$ cat config.mk
export PLATFORM = sky130hd
export DESIGN_NAME = i2s_dsp_slot_ctrl
export DESIGN_NICKNAME = d
export VERILOG_FILES = /design/src/rtl/i2s_dsp_slot_ctrl.sv
export SDC_FILE = /design/constraint.sdc
export NUM_CORES = 1
export LEC_CHECK = 0
export BUFFER_PORTS_ARGS = -buffer_cell sky130_fd_sc_hd__buf_2
export CAP_MARGIN = 10
export CORE_MARGIN = 2
export CORE_UTILIZATION = 45
export DETAILED_ROUTE_END_ITERATION = 10
export GPL_TIMING_DRIVEN = 1
export PLACE_DENSITY = 0.66
export SYNTH_ARGS = -nofsm -noshare
export SYNTH_HDL_FRONTEND = slang
export SYNTH_SLANG_ARGS = --single-unit
$ cat constraint.sdc
create_clock -name sck_i -period 3.35 [get_ports sck_i]
set_clock_uncertainty 0.2 [all_clocks]
set_input_delay 0.335 -clock sck_i [delete_from_list [all_inputs] [get_ports sck_i]]
set_output_delay 0.335 -clock sck_i [all_outputs]
set_load 0.005 [all_outputs]
$ cat src/rtl/i2s_dsp_slot_ctrl.sv
`default_nettype none
// ============================================================================
// Module   : i2s_dsp_slot_ctrl
// Brief    : DSP-mode I2S frame/slot sequencer with shadowed configuration
//            and a per-slot word request/acknowledge handshake.
// Revision : 1.0 - initial release
// ============================================================================
module i2s_dsp_slot_ctrl #(
    parameter int MAX_SLOTS = 16,
    parameter int SETUP_W   = 16
) (
    input  logic                 sck_i,
    input  logic                 rstn_i,
    input  logic                 cfg_en_i,
    input  logic [4:0]           cfg_num_bits_i,
    input  logic [3:0]           cfg_num_words_i,
    input  logic [MAX_SLOTS-1:0] cfg_slot_mask_i,
    input  logic [SETUP_W-1:0]   cfg_setup_time_i,
    input  logic                 word_ack_i,
    output logic                 ws_en_o,
    output logic                 frame_start_o,
    output logic [3:0]           slot_idx_o,
    output logic [4:0]           bit_idx_o,
    output logic                 slot_active_o,
    output logic                 word_req_o,
    output logic                 underrun_o,
    output logic                 busy_o
);

    localparam logic [1:0] c_idle  = 2'd0;
    localparam logic [1:0] c_setup = 2'd1;
    localparam logic [1:0] c_run   = 2'd2;
    localparam logic [1:0] c_drain = 2'd3;
    localparam logic [SETUP_W-1:0] c_setup_one = {{(SETUP_W-1){1'b0}}, 1'b1};

    logic [1:0]           r_state;
    logic [1:0]           w_state_nxt;
    logic [4:0]           r_nb;
    logic [3:0]           r_nw;
    logic [MAX_SLOTS-1:0] r_mask;
    logic [SETUP_W-1:0]   r_setup;
    logic [SETUP_W-1:0]   r_cnt;
    logic [4:0]           r_bit;
    logic [3:0]           r_slot;
    logic                 r_pend;
    logic                 r_underrun;

    logic w_running;
    logic w_last_bit;
    logic w_frame_end;
    logic w_enter;
    logic w_reload;
    logic w_slot_active;
    logic w_req;

    assign w_running     = (r_state == c_run) || (r_state == c_drain);
    assign w_last_bit    = (r_bit == r_nb);
    assign w_frame_end   = w_last_bit && (r_slot == r_nw);
    assign w_enter       = (r_state == c_idle) && cfg_en_i;
    assign w_reload      = w_enter || ((r_state == c_run) && w_frame_end && cfg_en_i);
    assign w_slot_active = w_running && r_mask[r_slot];
    // Request is asserted combinationally at bit 0 so a 1-bit slot still gets one.
    assign w_req         = w_slot_active && ((r_bit == 5'd0) || r_pend);

    always_ff @(posedge sck_i) begin
        if (!rstn_i) begin
            r_state <= c_idle;
        end else begin
            r_state <= w_state_nxt;
        end
    end

    always_comb begin
        w_state_nxt = r_state;
        case (r_state)
            c_idle: begin
                if (cfg_en_i) begin
                    w_state_nxt = (cfg_setup_time_i != '0) ? c_setup : c_run;
                end
            end
            c_setup: begin
                if (!cfg_en_i) begin
                    w_state_nxt = c_idle;
                end else if (r_cnt == (r_setup - c_setup_one)) begin
                    w_state_nxt = c_run;
                end
            end
            c_run: begin
                // A disable seen on the last bit has nothing left to drain.
                if (!cfg_en_i) begin
                    w_state_nxt = w_frame_end ? c_idle : c_drain;
                end
            end
            c_drain: begin
                if (w_frame_end) begin
                    w_state_nxt = c_idle;
                end
            end
            default: w_state_nxt = c_idle;
        endcase
    end

    always_comb begin
        ws_en_o       = w_running;
        busy_o        = (r_state != c_idle);
        frame_start_o = w_running && (r_bit == 5'd0) && (r_slot == 4'd0);
        slot_active_o = w_slot_active;
        word_req_o    = w_req;
        slot_idx_o    = r_slot;
        bit_idx_o     = r_bit;
        underrun_o    = r_underrun;
    end

    always_ff @(posedge sck_i) begin
        if (!rstn_i) begin
            r_nb       <= '0;
            r_nw       <= '0;
            r_mask     <= '0;
            r_setup    <= '0;
            r_cnt      <= '0;
            r_bit      <= '0;
            r_slot     <= '0;
            r_pend     <= 1'b0;
            r_underrun <= 1'b0;
        end else begin
            if (w_reload) begin
                r_nb    <= cfg_num_bits_i;
                r_nw    <= cfg_num_words_i;
                r_mask  <= cfg_slot_mask_i;
                r_setup <= cfg_setup_time_i;
            end
            r_cnt <= (r_state == c_setup) ? (r_cnt + c_setup_one) : '0;
            if (w_running) begin
                if (w_last_bit) begin
                    r_bit  <= '0;
                    r_slot <= w_frame_end ? 4'd0 : (r_slot + 4'd1);
                end else begin
                    r_bit <= r_bit + 5'd1;
                end
            end else begin
                r_bit  <= '0;
                r_slot <= '0;
            end
            // Pending request never crosses a slot boundary.
            r_pend <= w_req && !word_ack_i && !w_last_bit;
            if (w_enter) begin
                r_underrun <= 1'b0;
            end else if (w_req && !word_ack_i && w_last_bit) begin
                r_underrun <= 1'b1;
            end
        end
    end

endmodule
`default_nettype wire

==> flow_summary.yaml, run 1 <==
global_route:
  grt_pass1_vias: 3001
  grt_max_degree: 48
  antenna_found_initial: 0
  grt_overflow: 0
  grt_first_pass_wirelength_um: 14100
  track_usage_pct: 20.6
place:
  place_area_um2: 3950
  routabilityCongestion: 0.877
  port-buffer-count: 59
  dp_hpwl_um: 6040
cells_and_area:
  fin_nets: 539
  final_cell_mix: "nand2_1 (102), dfxtp_1 (70), buf_2 (59)"
  diodes: 0
  layout_commonest_cell: "nand2_1"
  area_growth_pct: 15.1
  n_fill_cell: 750
  drive_gt1_share_pct: 17.3
  fin_area_um2: 4150
drt:
  viasPerCell: 5.20
  drt-initial-drc-count: 130
  remaining_drc_errors: 0
  wl_um: 8170
  wl_per_cell_um: 13.8
  dr_total_vias: 3086
  ant_nets: 0
  drtPass1Iterations: 4
timing:
  hold_violations: 0
  period_needed_ps: 2990
  setup_violations: 0
  fin_crit_sh_pct: 89.1
  tightest_slew_ps: 623
  timing.setup.tns_ps: 0
  rsz0062_at_grt: "no"
  slew_viol_final: 0
  max_freq_mhz: 335
  relSlewSlack_pct: 58.4
worst_setup_path:
  cp_max_fo: 11
  critPathLaunchType: "flop"
  cp_top_family: "multiplexers"
  required_ps: 2810
  worstPathCellList: "mux4_1, mux4_2, and2_4, o21ai_2, inv_1, buf_2"
  cpMaxStageDelayCell: "mux4_1"
  path_class: "flop to output port"
  endpoint_kind: "output port"
  cp_num_buf_inv: 2
  max_stage_delay_ps: 610
  crit_arrival_ps: 2450
flow_run:
  maxCapViolations: 0
clocking:
  cts-root-buf: "clkbuf_8"
  clkSinkCount: 70
  numCtsBuffers: 9
  clkLatencyLatePin_ps: 350
  clkTransAtPathRegs_ps: 70
  cts_setup_buffers: 0
  cts_tree: "yes"
  ctsResizeCount: 0
  max-clock-path-buffers: 2
  htree_levels: 3
synth:
  ys_types: 52
  synth_area_per_cell_um2: 8.30
  synthCells: 434
  syn-cell-area_um2: 3600
  syn_nets: 485
  synth_warnings: 0
  synthArstFlopShare_pct: 0
  synth_flop_cell: "dfxtp_1"
  synth_seq_cells: 70
  yosysSeqAreaShare_pct: 38.9
  synth_edf_count: 0
floorplan:
  die_h_um: 93.5
  coreArea_um2: 7730
  io-pin-count: 60
  rows: 32
  start_util_pct: 46.6
  die_w_um: 93.5
  fp.dieArea_um2: 8730
worst_hold_path:
  hold_class: "primary input to flop"
pwr:
  ir_drop_mv: 0.262
  powerDensity_nw_per_um2: 435
  power_leakage_nw: 1.73
outcome:
  status: "complete, no violations"
-- synth_stat cells (2+ instances only) --
| library cell | instances | area share (%) |
|---|---|---|
| nand3_1 | 9 | 1.3 |
| nor2b_1 | 5 | 0.87 |
| a21boi_1 | 41 | 8.5 |
| o21ai_1 | 2 | 0.28 |
| xor2_1 | 25 | 6.1 |
| clkbuf_1 | 14 | 1.5 |
| and2_1 | 3 | 0.52 |
| o211ai_1 | 3 | 0.63 |
| xnor2_1 | 18 | 4.4 |
| nand2_1 | 102 | 11 |
| a21oi_1 | 10 | 1.4 |
| o221ai_1 | 2 | 0.49 |
| mux4_1 | 3 | 2.2 |
| inv_1 | 10 | 1.0 |
| buf_2 | 3 | 0.42 |
| nor4_1 | 6 | 1.0 |
| mux4_2 | 2 | 1.3 |
| nand2b_1 | 2 | 0.35 |
| buf_4 | 4 | 0.83 |
| mux2i_1 | 2 | 0.56 |
| dfxtp_1 | 70 | 39 |
| nor3b_1 | 2 | 0.42 |
| o31ai_1 | 2 | 0.42 |
| o21ai_0 | 7 | 0.97 |
| or3_1 | 4 | 0.69 |
| ha_1 | 6 | 2.1 |
| nand4_1 | 4 | 0.69 |
| and3_1 | 9 | 1.6 |
| nor3_1 | 12 | 1.7 |
| nor2_1 | 30 | 3.1 |
-- final cells by class --
cell class / instances / area [um^2] / share of cell area (%)
Multi-Input combinational cell: 331 / 2050 / 49.4
Sequential cell: 70 / 1400 / 33.8
Tap cell: 102 / 128 / 3.08
Timing Repair Buffer: 65 / 343 / 8.27
Clock buffer: 14 / 153 / 3.68
Clock inverter: 1 / 30.0 / 0.724
Inverter: 11 / 41.3 / 0.996
-- power breakdown --
part	internal [mW]	switching, mW	leakage (nW)	total, mW
clock	0.362	0.298	0.0908	0.660
combinational	0.111	0.136	1.07	0.247
sequential	0.865	0.0318	0.571	0.897
-- worst reg2reg max path: stages (launching register included) --
cell	delay, ps
dfxtp_1	360
inv_1	80
ha_1	220
or4b_1	580
nor3b_1	280
xnor2_1	150
nand4_1	100
nor3_1	340
a32o_1	220
-- stage by stage --
step	power (mW)	util (%)	std cells	hold WS (ps)	setup slack, ps
final	1.80	53.6	594	19.6	364
after global routing	1.89	53.6	594	7.62	273
after CTS	1.82	53.6	594	6.29	353
after detailed placement	1.16	51.1	578	252	736
after global placement	1.16	51.1	578	244	789
after floorplan	1.09	-	434	212	1030
-- logic make-up after synthesis --
| group | after synthesis | share of synthesized area [%] |
|---|---|---|
| AND/OR/NAND/NOR | 200 | 25.7 |
| AO/OA/AOI/OAI | 75 | 14.6 |
| flip-flops | 70 | 38.9 |
| XOR/XNOR | 43 | 10.5 |
| buffers and inverters | 33 | 4.17 |
| multiplexers | 7 | 4.00 |
| adder cells (fa/ha/maj) | 6 | 2.08 |
-- routing by layer --
| metal | vias to the layer above | GRT usage (%) | wire length, um |
|---|---|---|---|
| met1 | 1422 | 26.2 | 3950 |
| met5 | - | 0 | 0 |
| li1 | 1583 | - | - |
| met2 | 72 | 34.3 | 3720 |
| met4 | 0 | 5.51 | 96 |
| met3 | 9 | 5.72 | 403 |
-- sequential cells by signal (all words and copies together), names as in the netlist --
register    cells
r_nw            4
r_setup        16
r_state         2
underrun_o      1
bit_idx_o       5
r_cnt          16
slot_idx_o      4
r_pend          1
r_mask         16
r_nb            5
-- final timing paths --
| check | start | end | slack (ps) | cells after the start |
|---|---|---|---|---|
| hold reg to reg | r_mask[12] | r_mask[12] | 260 | 2 |
| setup reg to reg | r_setup[0] | r_state[1] | 770 | 8 |
| hold / removal | cfg_num_words_i[1] | r_nw[1] | 20 | 3 |
| setup / recovery | slot_idx_o[0] | word_req_o | 360 | 6 |
-- repair_timing --
item / 4_1_cts / 5_1_grt
endpoints found under the hold margin: 1 / 0
endpoints found under the setup margin: 0 / 0
hold buffers: 1 / 0
Power figures use the tool's default switching activity.
==> run 2, diff against run 1 <==
- clock period: 3.35 -> 3 ns (I/O delays scaled with it)
==> run 2 against run 1 <==
Against the previous run:
- global-route usage up 0.15 points
- sequential cell count unchanged
- cell count up 6.6%
- sequential share of layout area down 2.8 points
- critical path depth unchanged
- die area unchanged
- design area up 9.2%
- hold slack worse by 6.1 ps
==> flow_summary.yaml, run 2 (synthesized netlist as in run 1, its figures left out) <==
outcome:
  status: "complete, no violations"
worst_setup_path:
  required_ps: 2500
  path_class: "flop to output port"
  crit_arrival_ps: 2330
  critPathLaunchType: "flop"
  cp_num_buf_inv: 2
  cpMaxStageDelayCell: "mux4_2"
  max_stage_delay_ps: 540
  worstPathCellList: "mux4_2, mux4_2, and2_4, o21ai_2, inv_1, buf_2"
  crit_top_cell: "mux4_2"
  endpoint_kind: "output port"
  cp_top_family: "multiplexers"
  cp_max_fo: 10
global_route:
  grt_overflow: 0
  grt_pass1_vias: 3045
  grt_first_pass_wirelength_um: 14100
  antenna_found_initial: 0
  track_usage_pct: 20.7
  grt_max_degree: 48
drt:
  wl_per_cell_um: 13.5
  remaining_drc_errors: 0
  viasPerCell: 5.13
  dr_total_vias: 3245
  wl_um: 8540
  ant_nets: 0
  drt-initial-drc-count: 129
  drtPass1Iterations: 4
clocking:
  clkTransAtPathRegs_ps: 70
  max-clock-path-buffers: 2
  cts_tree: "yes"
  cts_setup_buffers: 0
  clkLatencyLatePin_ps: 350
  htree_levels: 3
  cts-root-buf: "clkbuf_8"
  numCtsBuffers: 9
  clkSinkCount: 70
pwr:
  powerDensity_nw_per_um2: 449
  pwr-share-seq_pct: 49.2
  netSwitchingFraction_pct: 26.9
  power_leakage_nw: 1.90
  pwr-share-comb_pct: 15.5
  power_switching_mw: 0.546
  intPower_mw: 1.49
  ir_drop_mv: 0.220
  clock_power_share_pct: 35.3
timing:
  period_needed_ps: 2830
  fin_crit_sh_pct: 94.3
  setup_violations: 0
  tightest_slew_ps: 553
  max_freq_mhz: 354
  timing.setup.tns_ps: 0
  rsz0062_at_grt: "no"
  relSlewSlack_pct: 63.0
  slew_viol_final: 0
  hold_violations: 0
place:
  routabilityCongestion: 0.919
  port-buffer-count: 59
  dp_hpwl_um: 6050
  dp_cells: 579
cells_and_area:
  top_regs: "r_cnt: 16 flops, r_mask: 16 flops, r_setup: 16 flops"
  layout_commonest_cell: "nand2_1"
  area_growth_pct: 25.7
  final_cell_mix: "nand2_1 (102), dfxtp_1 (70), buf_2 (59)"
  instances_no_fill: 633
  diodes: 0
  fin_nets: 577
  drive_gt1_share_pct: 16.9
  n_fill_cell: 698
floorplan:
  coreArea_um2: 7730
  rows: 32
  fp.dieArea_um2: 8730
  start_util_pct: 46.6
  die_w_um: 93.5
  io-pin-count: 60
  die_h_um: 93.5
worst_hold_path:
  hold_class: "primary input to flop"
flow_run:
  maxCapViolations: 0
-- run 2: cell types whose count changed in the layout (fill, tap and decap cells not counted), sizes merged --
cell and delta:
clkbuf -1, bufinv -1, buf +1, clkinv +2
dlygate4sd3 +37, clkinvlp +1
-- run 2: routing by layer --
layer / share of wire (%) / up-vias / track usage (%) / wire (um)
met4: 1.9 / 0 / 8.21 / 159
met2: 45 / 80 / 32.6 / 3870
met5: 0 / - / 0 / 0
met3: 4.3 / 14 / 5.08 / 370
li1: - / 1653 / - / -
met1: 48 / 1498 / 27.4 / 4140
-- run 2: power groups by stage --
stage,Combinational [mW],Clock (mW),Sequential (mW)
finish,0.316,0.716,1.00
floorplan,0.204,0,1.01
CTS,0.314,0.736,0.999
detailed placement,0.275,0,1.02
global route,0.355,0.775,1.00
global placement,0.272,0,1.02
-- run 2: worst min-delay path, delay by kind of cell --
kind | cells | cell delay (ps)
buffers and inverters | 1 | 100
AO/OA/AOI/OAI | 1 | 50
AND/OR/NAND/NOR | 1 | 60
-- run 2: final timing paths --
kind / from / end / slack, ps / depth (start not counted)
worst min register to register: r_mask[4] / r_mask[4] / 260 / 2
worst max register to register: r_setup[0] / r_state[1] / 430 / 8
worst min-delay path: cfg_setup_time_i[3] / r_setup[3] / 10 / 3
worst max-delay path: slot_idx_o[2] / word_req_o / 170 / 6
-- run 2: timing repair --
action                                  CTS  global route
gates resized for setup                   0             0
endpoints found under the hold margin    38             0
hold buffers                             38             0
endpoints found under the setup margin    0             0
-- run 2: area by class of cell --
class | instances | area [um^2] | area share [%]
clock buffer | 13 | 169 | 3.73
clock inverter | 3 | 17.5 | 0.387
inverter | 11 | 41.3 | 0.912
multi-input combinational | 331 | 2050 | 45.3
sequential | 70 | 1400 | 31.0
tap | 102 | 128 | 2.82
timing repair buffer | 103 | 721 | 15.9
-- run 2: through the flow --
step | cell area, um^2 | hold WS [ps] | setup WS (ps) | util (%) | power (mW)
2_1_floorplan | 3600 | 177 | 693 | - | 1.21
3_3_place_gp | 3960 | 242 | 566 | 51.2 | 1.29
3_5_place_dp | 3960 | 248 | 487 | 51.2 | 1.30
4_1_cts | 4530 | 0.291 | 142 | 58.6 | 2.05
5_1_grt | 4530 | 8.37 | 68.1 | 58.6 | 2.13
6_report | 4530 | 13.5 | 171 | 58.6 | 2.03
